<file path="src/rtl/mem_port_arbiter_pkg.sv">
// mem_port_arbiter_pkg: owner encoding and fixed fetch access code shared by the arbiter files
package mem_port_arbiter_pkg;
  typedef enum logic [1:0] {
    OWN_NONE = 2'd0,
    OWN_IF   = 2'd1,
    OWN_LS   = 2'd2
  } owner_e;
  localparam logic [2:0] IF_CTRL_WORD = 3'b010;
endpackage

</file>
<file path="src/rtl/mem_arb_select.sv">
// mem_arb_select: load/store-priority select with fetch starvation override and lock hold
module mem_arb_select
  import mem_port_arbiter_pkg::*;
#(
  parameter int STARVE_MAX = 4,
  parameter int CNT_W      = $clog2(STARVE_MAX + 1)
) (
  input  logic             if_req_i,
  input  logic             ls_req_i,
  input  logic             lock_i,
  input  owner_e           held_i,
  input  logic [CNT_W-1:0] starve_cnt_i,
  output owner_e           sel_o
);
  // a locked selection wins; otherwise LS first unless fetch has waited STARVE_MAX grants
  always_comb
    sel_o = lock_i ? held_i :
            ls_req_i ? ((if_req_i && starve_cnt_i == CNT_W'(STARVE_MAX)) ? OWN_IF : OWN_LS) :
            if_req_i ? OWN_IF : OWN_NONE;
endmodule

</file>
<file path="src/rtl/mem_port_arbiter.sv">
// mem_port_arbiter: shares one single-port memory between the fetch and load/store ports
module mem_port_arbiter
  import mem_port_arbiter_pkg::*;
#(
  parameter int size       = 32,
  parameter int STARVE_MAX = 4,
  parameter int CNT_W      = $clog2(STARVE_MAX + 1)
) (
  input  logic            clk,
  input  logic            reset,
  input  logic            if_req_i,
  input  logic [size-1:0] if_addr_i,
  output logic            if_gnt_o,
  output logic            if_rvalid_o,
  output logic [size-1:0] if_rdata_o,
  input  logic            ls_req_i,
  input  logic            ls_we_i,
  input  logic [size-1:0] ls_addr_i,
  input  logic [size-1:0] ls_wdata_i,
  input  logic [2:0]      ls_ctrl_i,
  output logic            ls_gnt_o,
  output logic            ls_rvalid_o,
  output logic [size-1:0] ls_rdata_o,
  output logic            mem_req_o,
  output logic            mem_we_o,
  output logic [size-1:0] mem_addr_o,
  output logic [size-1:0] mem_wdata_o,
  output logic [2:0]      mem_ctrl_o,
  input  logic            mem_ready_i,
  input  logic [size-1:0] mem_rdata_i,
  output logic            core_stall_o
);
  owner_e           sel, sel_q, sel_d, rsp_owner_q, rsp_owner_d;
  logic             lock_q, lock_d, rsp_pending_q, rsp_pending_d;
  logic [CNT_W-1:0] starve_cnt_q, starve_cnt_d;
  logic             if_req, ls_req, accept, is_if, is_ls;

  // requests are masked while reset is held so every output sits at 0
  assign if_req = if_req_i & reset;
  assign ls_req = ls_req_i & reset;

  mem_arb_select #(.STARVE_MAX(STARVE_MAX), .CNT_W(CNT_W)) u_select (
    .if_req_i     (if_req),
    .ls_req_i     (ls_req),
    .lock_i       (lock_q),
    .held_i       (sel_q),
    .starve_cnt_i (starve_cnt_q),
    .sel_o        (sel)
  );

  // memory mux, grants, read-data routing and stall
  always_comb begin
    is_if        = sel == OWN_IF;
    is_ls        = sel == OWN_LS;
    mem_req_o    = is_if | is_ls;
    accept       = mem_req_o & mem_ready_i;
    if_gnt_o     = accept & is_if;
    ls_gnt_o     = accept & is_ls;
    mem_we_o     = is_ls & ls_we_i;
    mem_addr_o   = is_ls ? ls_addr_i : is_if ? if_addr_i : '0;
    mem_wdata_o  = is_ls ? ls_wdata_i : '0;
    mem_ctrl_o   = is_ls ? ls_ctrl_i : is_if ? IF_CTRL_WORD : 3'b000;
    if_rvalid_o  = rsp_pending_q & (rsp_owner_q == OWN_IF);
    ls_rvalid_o  = rsp_pending_q & (rsp_owner_q == OWN_LS);
    if_rdata_o   = if_rvalid_o ? mem_rdata_i : '0;
    ls_rdata_o   = ls_rvalid_o ? mem_rdata_i : '0;
    core_stall_o = (if_req & ~if_gnt_o) | (ls_req & ~ls_gnt_o);
  end

  // next-state: lock on back-pressure, read response pipe, starvation count
  always_comb begin
    lock_d        = mem_req_o & ~mem_ready_i;
    sel_d         = sel;
    rsp_pending_d = accept & ~mem_we_o;
    rsp_owner_d   = rsp_pending_d ? sel : OWN_NONE;
    starve_cnt_d  = (!if_req || if_gnt_o) ? '0 :
                    (ls_gnt_o && starve_cnt_q != CNT_W'(STARVE_MAX)) ? starve_cnt_q + 1'b1 :
                    starve_cnt_q;
  end

  // state registers; an in-flight read is dropped by reset
  always_ff @(posedge clk or negedge reset)
    if (!reset) begin
      lock_q        <= 1'b0;
      sel_q         <= OWN_NONE;
      rsp_pending_q <= 1'b0;
      rsp_owner_q   <= OWN_NONE;
      starve_cnt_q  <= '0;
    end else begin
      lock_q        <= lock_d;
      sel_q         <= sel_d;
      rsp_pending_q <= rsp_pending_d;
      rsp_owner_q   <= rsp_owner_d;
      starve_cnt_q  <= starve_cnt_d;
    end

  a_locked_req_held: assert property (@(posedge clk) disable iff (!reset)
    lock_q |-> ((sel_q == OWN_IF) ? if_req_i : ls_req_i));
  a_one_rvalid: assert property (@(posedge clk) disable iff (!reset)
    !(if_rvalid_o && ls_rvalid_o));
endmodule
</file>
<file path="config.mk">
export PLATFORM = sky130hd
export DESIGN_NAME = mem_port_arbiter
export DESIGN_NICKNAME = d
export VERILOG_FILES = /design/src/rtl/mem_port_arbiter_pkg.sv /design/src/rtl/mem_arb_select.sv /design/src/rtl/mem_port_arbiter.sv
export SDC_FILE = /design/constraint.sdc
export NUM_CORES = 1
export LEC_CHECK = 0
export CORE_AREA = 2 2 106 108
export CTS_BUF_LIST = sky130_fd_sc_hd__clkbuf_4
export DETAILED_ROUTE_END_ITERATION = 6
export DIE_AREA = 0 0 108 110
export GPL_ROUTABILITY_DRIVEN = 0
export PLACE_DENSITY_LB_ADDON = 0.1
export SYNTH_ARGS = -nofsm -noshare
export SYNTH_HDL_FRONTEND = slang
export SYNTH_SLANG_ARGS = --single-unit
</file>
<file path="constraint.sdc">
create_clock -name clk -period 3.5 [get_ports clk]
set_input_delay 0.7 -clock clk [delete_from_list [all_inputs] [get_ports clk]]
set_output_delay 0.7 -clock clk [all_outputs]
set_load 0.01 [all_outputs]
</file>
# Word-level counts from Yosys, hierarchy flattened
# Cells that the tools add are included.
[totals] inputBits=137 regBits=9 out_inout_bits=138 wordCells=49
[classes] addsub=1 muxes=14 n_reduce_logical=5 n_eq_ne=6 n_bitwise=18
[ops] cell="two-way mux 32 bit" count=5
[ops] cell="bitwise AND 1 bit" count=12
[ops] cell="two-way mux 2 bit" count=5
[ops] cell="two-way mux 3 bit" count=3
[ops] cell="equality test 2 x 1 -> 1 bit, second input constant" count=2
[ops] cell="equality test 2 bit, second input constant" count=2
[ops] cell="inverter 1 bit" count=4
[ops] cell="adder 3 x 1 -> 3 bit, second input constant" count=1
[ops] cell="equality test 3 bit, second input constant" count=1
[ops] cell="!= test 3 bit, second input constant" count=1
[ops] cell="logical AND 1 bit" count=2
[ops] cell="OR 1 bit" count=2
[ops] cell="nonzero test 2 bit" count=1
[ops] cell="logical NOT 1 bit" count=1
[ops] cell="logical OR 1 bit" count=1
[ops] cell="two-way mux 1 bit" count=1

# Longest topological paths before layout
[depth] depth_word=12 depth_mapped=11 ltp_nobuf=9

# Hierarchy
# A second synthesis with hierarchy kept.
[hier_totals] cells_unflattened=205 hier_area_um2=1534.0
[modules_own_cells] module="mem_port_arbiter" area_each_um2=1481.4 cells_each=198 n_inst=1 seq_area_each_um2=225.2
[modules_own_cells] module="mem_arb_select" area_each_um2=52.6 cells_each=7 n_inst=1 seq_area_each_um2=0.0

# Least setup slack after synthesis
# OpenSTA, ideal clock, no wires.
[synth_timing] path_type="input-to-output" startpoint="input port if_req_i" endpoint="output port mem_addr_o[22]" n_path_buf=3 setup_slack_ns=0.792 arrival_time_ns=2.008 required_ns=2.800 path_stages=9 cell_sequence="and3_1 -> o31a_1 -> inv_1 -> ha_1 -> buf_4 -> nor2b_1 -> buf_2 -> buf_4 -> a22o_1"
[synth_via] elab_chain_cells=8 word_cells_on_any_way=10 cone_classes="eq/ne (2); mux (6); bitwise (1); reduce/logical (1)"
[synth_lines] item="start: declaration" line="mem_port_arbiter.sv:11" rtl="input logic if_req_i,"
[synth_lines] item="bitwise AND 1 bit *" line="mem_port_arbiter.sv:39" rtl="assign if_req = if_req_i & reset;"
[synth_lines] item="logical AND 1 bit *" line="mem_arb_select.sv:18" rtl="ls_req_i ? ((if_req_i && starve_cnt_i == CNT_W'(STARVE_MAX)) ? OWN_IF : OWN_LS) :"
[synth_lines] item="two-way mux 2 bit * (2 in a row)" line="mem_arb_select.sv:18"
[synth_lines] item="two-way mux 2 bit *" line="mem_arb_select.sv:17" rtl="sel_o = lock_i ? held_i :"
[synth_lines] item="via sel[1]" line="mem_port_arbiter.sv:33" rtl="owner_e sel, sel_q, sel_d, rsp_owner_q, rsp_owner_d;"
[synth_lines] item="equality test 2 x 1 -> 1 bit" line="mem_port_arbiter.sv:53" rtl="is_if = sel == OWN_IF;"
[synth_lines] item="two-way mux 32 bit" line="mem_port_arbiter.sv:60" rtl="mem_addr_o = is_ls ? ls_addr_i : is_if ? if_addr_i : '0;"
[synth_lines] item="two-way mux 32 bit *" line="mem_port_arbiter.sv:60"
[synth_lines] item="end: declaration" line="mem_port_arbiter.sv:26" rtl="output logic [size-1:0] mem_addr_o,"
# Mark *: on every way through the listed nets, which the timed path passes. The rest lies on a longest branch.

# Worst setup path after layout
[layout_timing] startpoint="input port if_req_i" endpoint="output port mem_wdata_o[2]"
[layout_via] elab_chain_cells=7 word_cells_on_any_way=8 cone_classes="eq/ne (1); mux (5); bitwise (1); reduce/logical (1)"
[layout_lines] item="bitwise AND 1 bit *" line="mem_port_arbiter.sv:39"
[layout_lines] item="logical AND 1 bit" line="mem_arb_select.sv:18"
[layout_lines] item="two-way mux 2 bit" line="mem_arb_select.sv:18"
[layout_lines] item="two-way mux 2 bit *" line="mem_arb_select.sv:18"
[layout_lines] item="two-way mux 2 bit *" line="mem_arb_select.sv:17"
[layout_lines] item="equality test 2 bit *" line="mem_port_arbiter.sv:54" rtl="is_ls = sel == OWN_LS;"
[layout_lines] item="two-way mux 32 bit *" line="mem_port_arbiter.sv:61" rtl="mem_wdata_o = is_ls ? ls_wdata_i : '0;"
[layout_lines] item="end: declaration" line="mem_port_arbiter.sv:27" rtl="output logic [size-1:0] mem_wdata_o,"
# Every way passes the cells marked *; elsewhere a longest branch is shown, timed or not.

==> impl_results.md <==
- Outcome: finished, final reports clean
- Number of global-route vias before repair: around 2,400
- Clock tree from TritonCTS: yes
- Core box area: 10,700 sq um
- Sink count of the clock tree: 9
- Final #Nets: approximately 630
- Top cell type's share of synthesized area: 0.418
- Total DRC errors in the routed layout: 0
- CP cell instances: clkdlybuf4s50_1, nand2_1, o31a_1, ha_4, buf_12, buf_4, clkbuf_16, and2_1, dlygate4sd2_1
- Die area: 11,900 sq um
- First-pass GRT wire length: between 10 and 15 mm
- Starting DRC count in detailed routing: 73
- Count of endpoints failing setup in the final report: 0
- Total detailed-routing wirelength: slightly below 10 mm
- Max-slew violation count: 0
- All-Layer GR Usage: 0.135
- Most frequent standard cell in the layout excluding fill and tap cells: sky130_fd_sc_hd__clkdlybuf4s50_1
- Min-Delay Path Class: in -> async
- Cell Pwr Density: about 140 nW/um^2
- Worst setup skew after layout: slightly above 0.008 ns
- Post-synthesis cell area: roughly 1500 sq um
- Hold WS: 0.448 ns
- Antenna violations before repair: 0
- Transition time at the pin with the least slew margin: 0.281 ns
- Total design power: approximately 0.00064 W
- Buffer depth of the longest clock path: 2
- Crit Path Max Fanout: 28
- Boundary pin count: about 280
- Final design instance area without fill: 4620 sq um
- Slowest cell on the critical path: sky130_fd_sc_hd__clkdlybuf4s50_1
- Detailed Place HPWL: between 7 and 8 mm
- Clock tree root driver cell: sky130_fd_sc_hd__clkbuf_4
- Diodes inserted: 0
- Worst path required time: 2.80 ns
- Yosys warning total: 0
- Final worst-path cycle share: 0.976
- Nature of the critical path endpoint: output port
- Syn_nets: around 340
- Residual overflow from global routing: 0
- Layout-stage area growth over the synthesis result: 208%
- Clock latency at the later pin of the worst-skew pair: around 0.25 ns
- Number of buffers added on ports: between 200 and 300
- Die W: 108 um
- Time the final worst path needs with I/O delays and setup: between 3 and 4 ns
- Per-cell routed wire length: roughly 15 um
- Cell leakage power: about 2.5 nW
- Final Hold Viols: 0
- Main area contributors after synthesis: sky130_fd_sc_hd__and2_1 (42%), sky130_fd_sc_hd__a22o_1 (19%), sky130_fd_sc_hd__dfrtp_1 (15%)
- Most frequent cells in the layout: sky130_fd_sc_hd__clkdlybuf4s50_1 (203), sky130_fd_sc_hd__and2_1 (100), sky130_fd_sc_hd__a22o_1 (32), sky130_fd_sc_hd__dlymetal6s2s_1 (32), sky130_fd_sc_hd__dlygate4sd2_1 (22)
- Initial standard-cell utilization of the core: 0.140
- Worst slew margin relative to its limit: 0.813
- Classification of the worst setup path: in -> out
- Arrival time of the worst setup path: 2.72 ns
- Share of layout cells above drive strength 1: 0.0973
- Height of the die: between 100 and 150 um
- Mean number of vias per cell: between 4 and 5
- Maximum level of the CTS H-tree: 1
- Synth Area per Inst: between 7 and 8 sq um
- Clock slew at the register clock pins of the worst setup and hold paths: 0.06 ns
- Number of register bits inferred by synthesis: 9
- Placed standard-cell area: 4450 sq um
- Peak clock frequency supported by timing: approximately 300 MHz
- Share of the yosys chip area belonging to registers: 0.151
- Highest ir drop seen on vdd: around 0.07 mV
- Worst path max stage delay: approximately 0.50 ns
- Largest net degree at the start of global routing: 57
- Launching element type of the critical path: input port
- RSZ-0062 raised after global routing: true
- Total of max-cap violations: 0
- Via count: roughly 2,500
- Count of distinct cell types in the synthesized netlist: 24
- CTS hold repair buffers: 0
- Library cell with the largest summed area after synthesis: sky130_fd_sc_hd__and2_1
- Site Rows: 38
- Post-synthesis cell count: between 200 and 250
- TritonCTS buffer count: 3
- Count of antenna-violating nets left after detailed routing: 0
- First-pass detailed-route iteration total: 4
==> critical path, delay by kind of cell <==
family                   cells  cell delay (ns)
buffers and inverters        5             1.24
adder cells (fa/ha/maj)      1             0.22
AO/OA/AOI/OAI                1             0.35
AND/OR/NAND/NOR              2             0.20
==> worst paths after layout <==
check,from,end,slack (ns),cells past startpoint
max in group asynchronous,reset,rsp_owner_q[0],2.91,2
worst min register to register,starve_cnt_q[1],starve_cnt_q[1],0.57,2
min in group clk,starve_cnt_q[1],starve_cnt_q[1],0.57,2
worst min-delay path,reset,starve_cnt_q[2],0.45,2
worst max register to register,starve_cnt_q[0],starve_cnt_q[0],1.09,12
worst max-delay path,if_req_i,mem_wdata_o[2],0.08,9
==> timing repair <==
action	CTS	global route
hold endpoints to repair	0	0
pin swaps	0	2
buffers inserted	0	6
gates cloned	0	3
resized for setup	42	72
endpoints found under the setup margin	65	48
==> flip-flops by register name, summed over array words and instances (netlist names) <==
signal / flops
rsp_owner_q: 2
lock_q: 1
rsp_pending_q: 1
sel_q: 2
starve_cnt_q: 3
==> metrics by stage <==
| stage | utilization | setup slack, ns | setup TNS, ns | std cells |
|---|---|---|---|---|
| 6_report | 0.431 | 0.0848 | 0 | 623 |
| 3_5_place_dp | 0.416 | -0.254 | -8.72 | 610 |
| 5_1_grt | 0.431 | -0.0104 | -0.0130 | 623 |
| 4_1_cts | 0.415 | -0.192 | -4.20 | 614 |
| 2_1_floorplan | - | 0.792 | 0 | 203 |
| 3_3_place_gp | 0.416 | -0.242 | -8.27 | 610 |
==> routing by layer <==
metal	track usage	routed length, um	vias up	part of all wire
li1	-	-	1239	-
met1	0.117	2960	1095	0.31
met2	0.285	5280	161	0.55
met3	0.0576	1230	8	0.13
met4	0.0275	177	0	0.018
met5	0	0	-	0
==> power breakdown <==
group	total [W]	switching (W)	internal [W]
Clock	0.0000831	0.0000317	0.0000514
Sequential	0.000111	0.00000236	0.000109
Combinational	0.000445	0.000157	0.000289
==> cells in the mapped netlist (all sizes together) <==
master	instances
inv	9
nor2	4
a21boi	1
a21oi	2
and3b	1
nor2b	1
nand2	7
a21o	1
nand3b	2
ha	4
buf	8
and3	1
mux2i	2
or3	1
clkbuf	10
dfrtp	9
o31a	2
nand3	4
a22o	32
and2	100
o31ai	1
o21ai	1
==> cell type report <==
cell class	count	area (sq um)
Sequential cell	9	225
Clock buffer	4	30.0
Multi-Input combinational cell	167	1170
Fill cell	1110	6080
Inverter	9	33.8
Timing Repair Buffer	294	2980
Tap cell	140	175
==> kinds of logic after synthesis <==
group	share of synthesized area
simple gates	0.496
mux	0.0134
fa+ha+maj	0.0334
buf+inv	0.0828
flops	0.151
compound gates	0.224
Note: power is estimated with default switching activity, not from simulation.
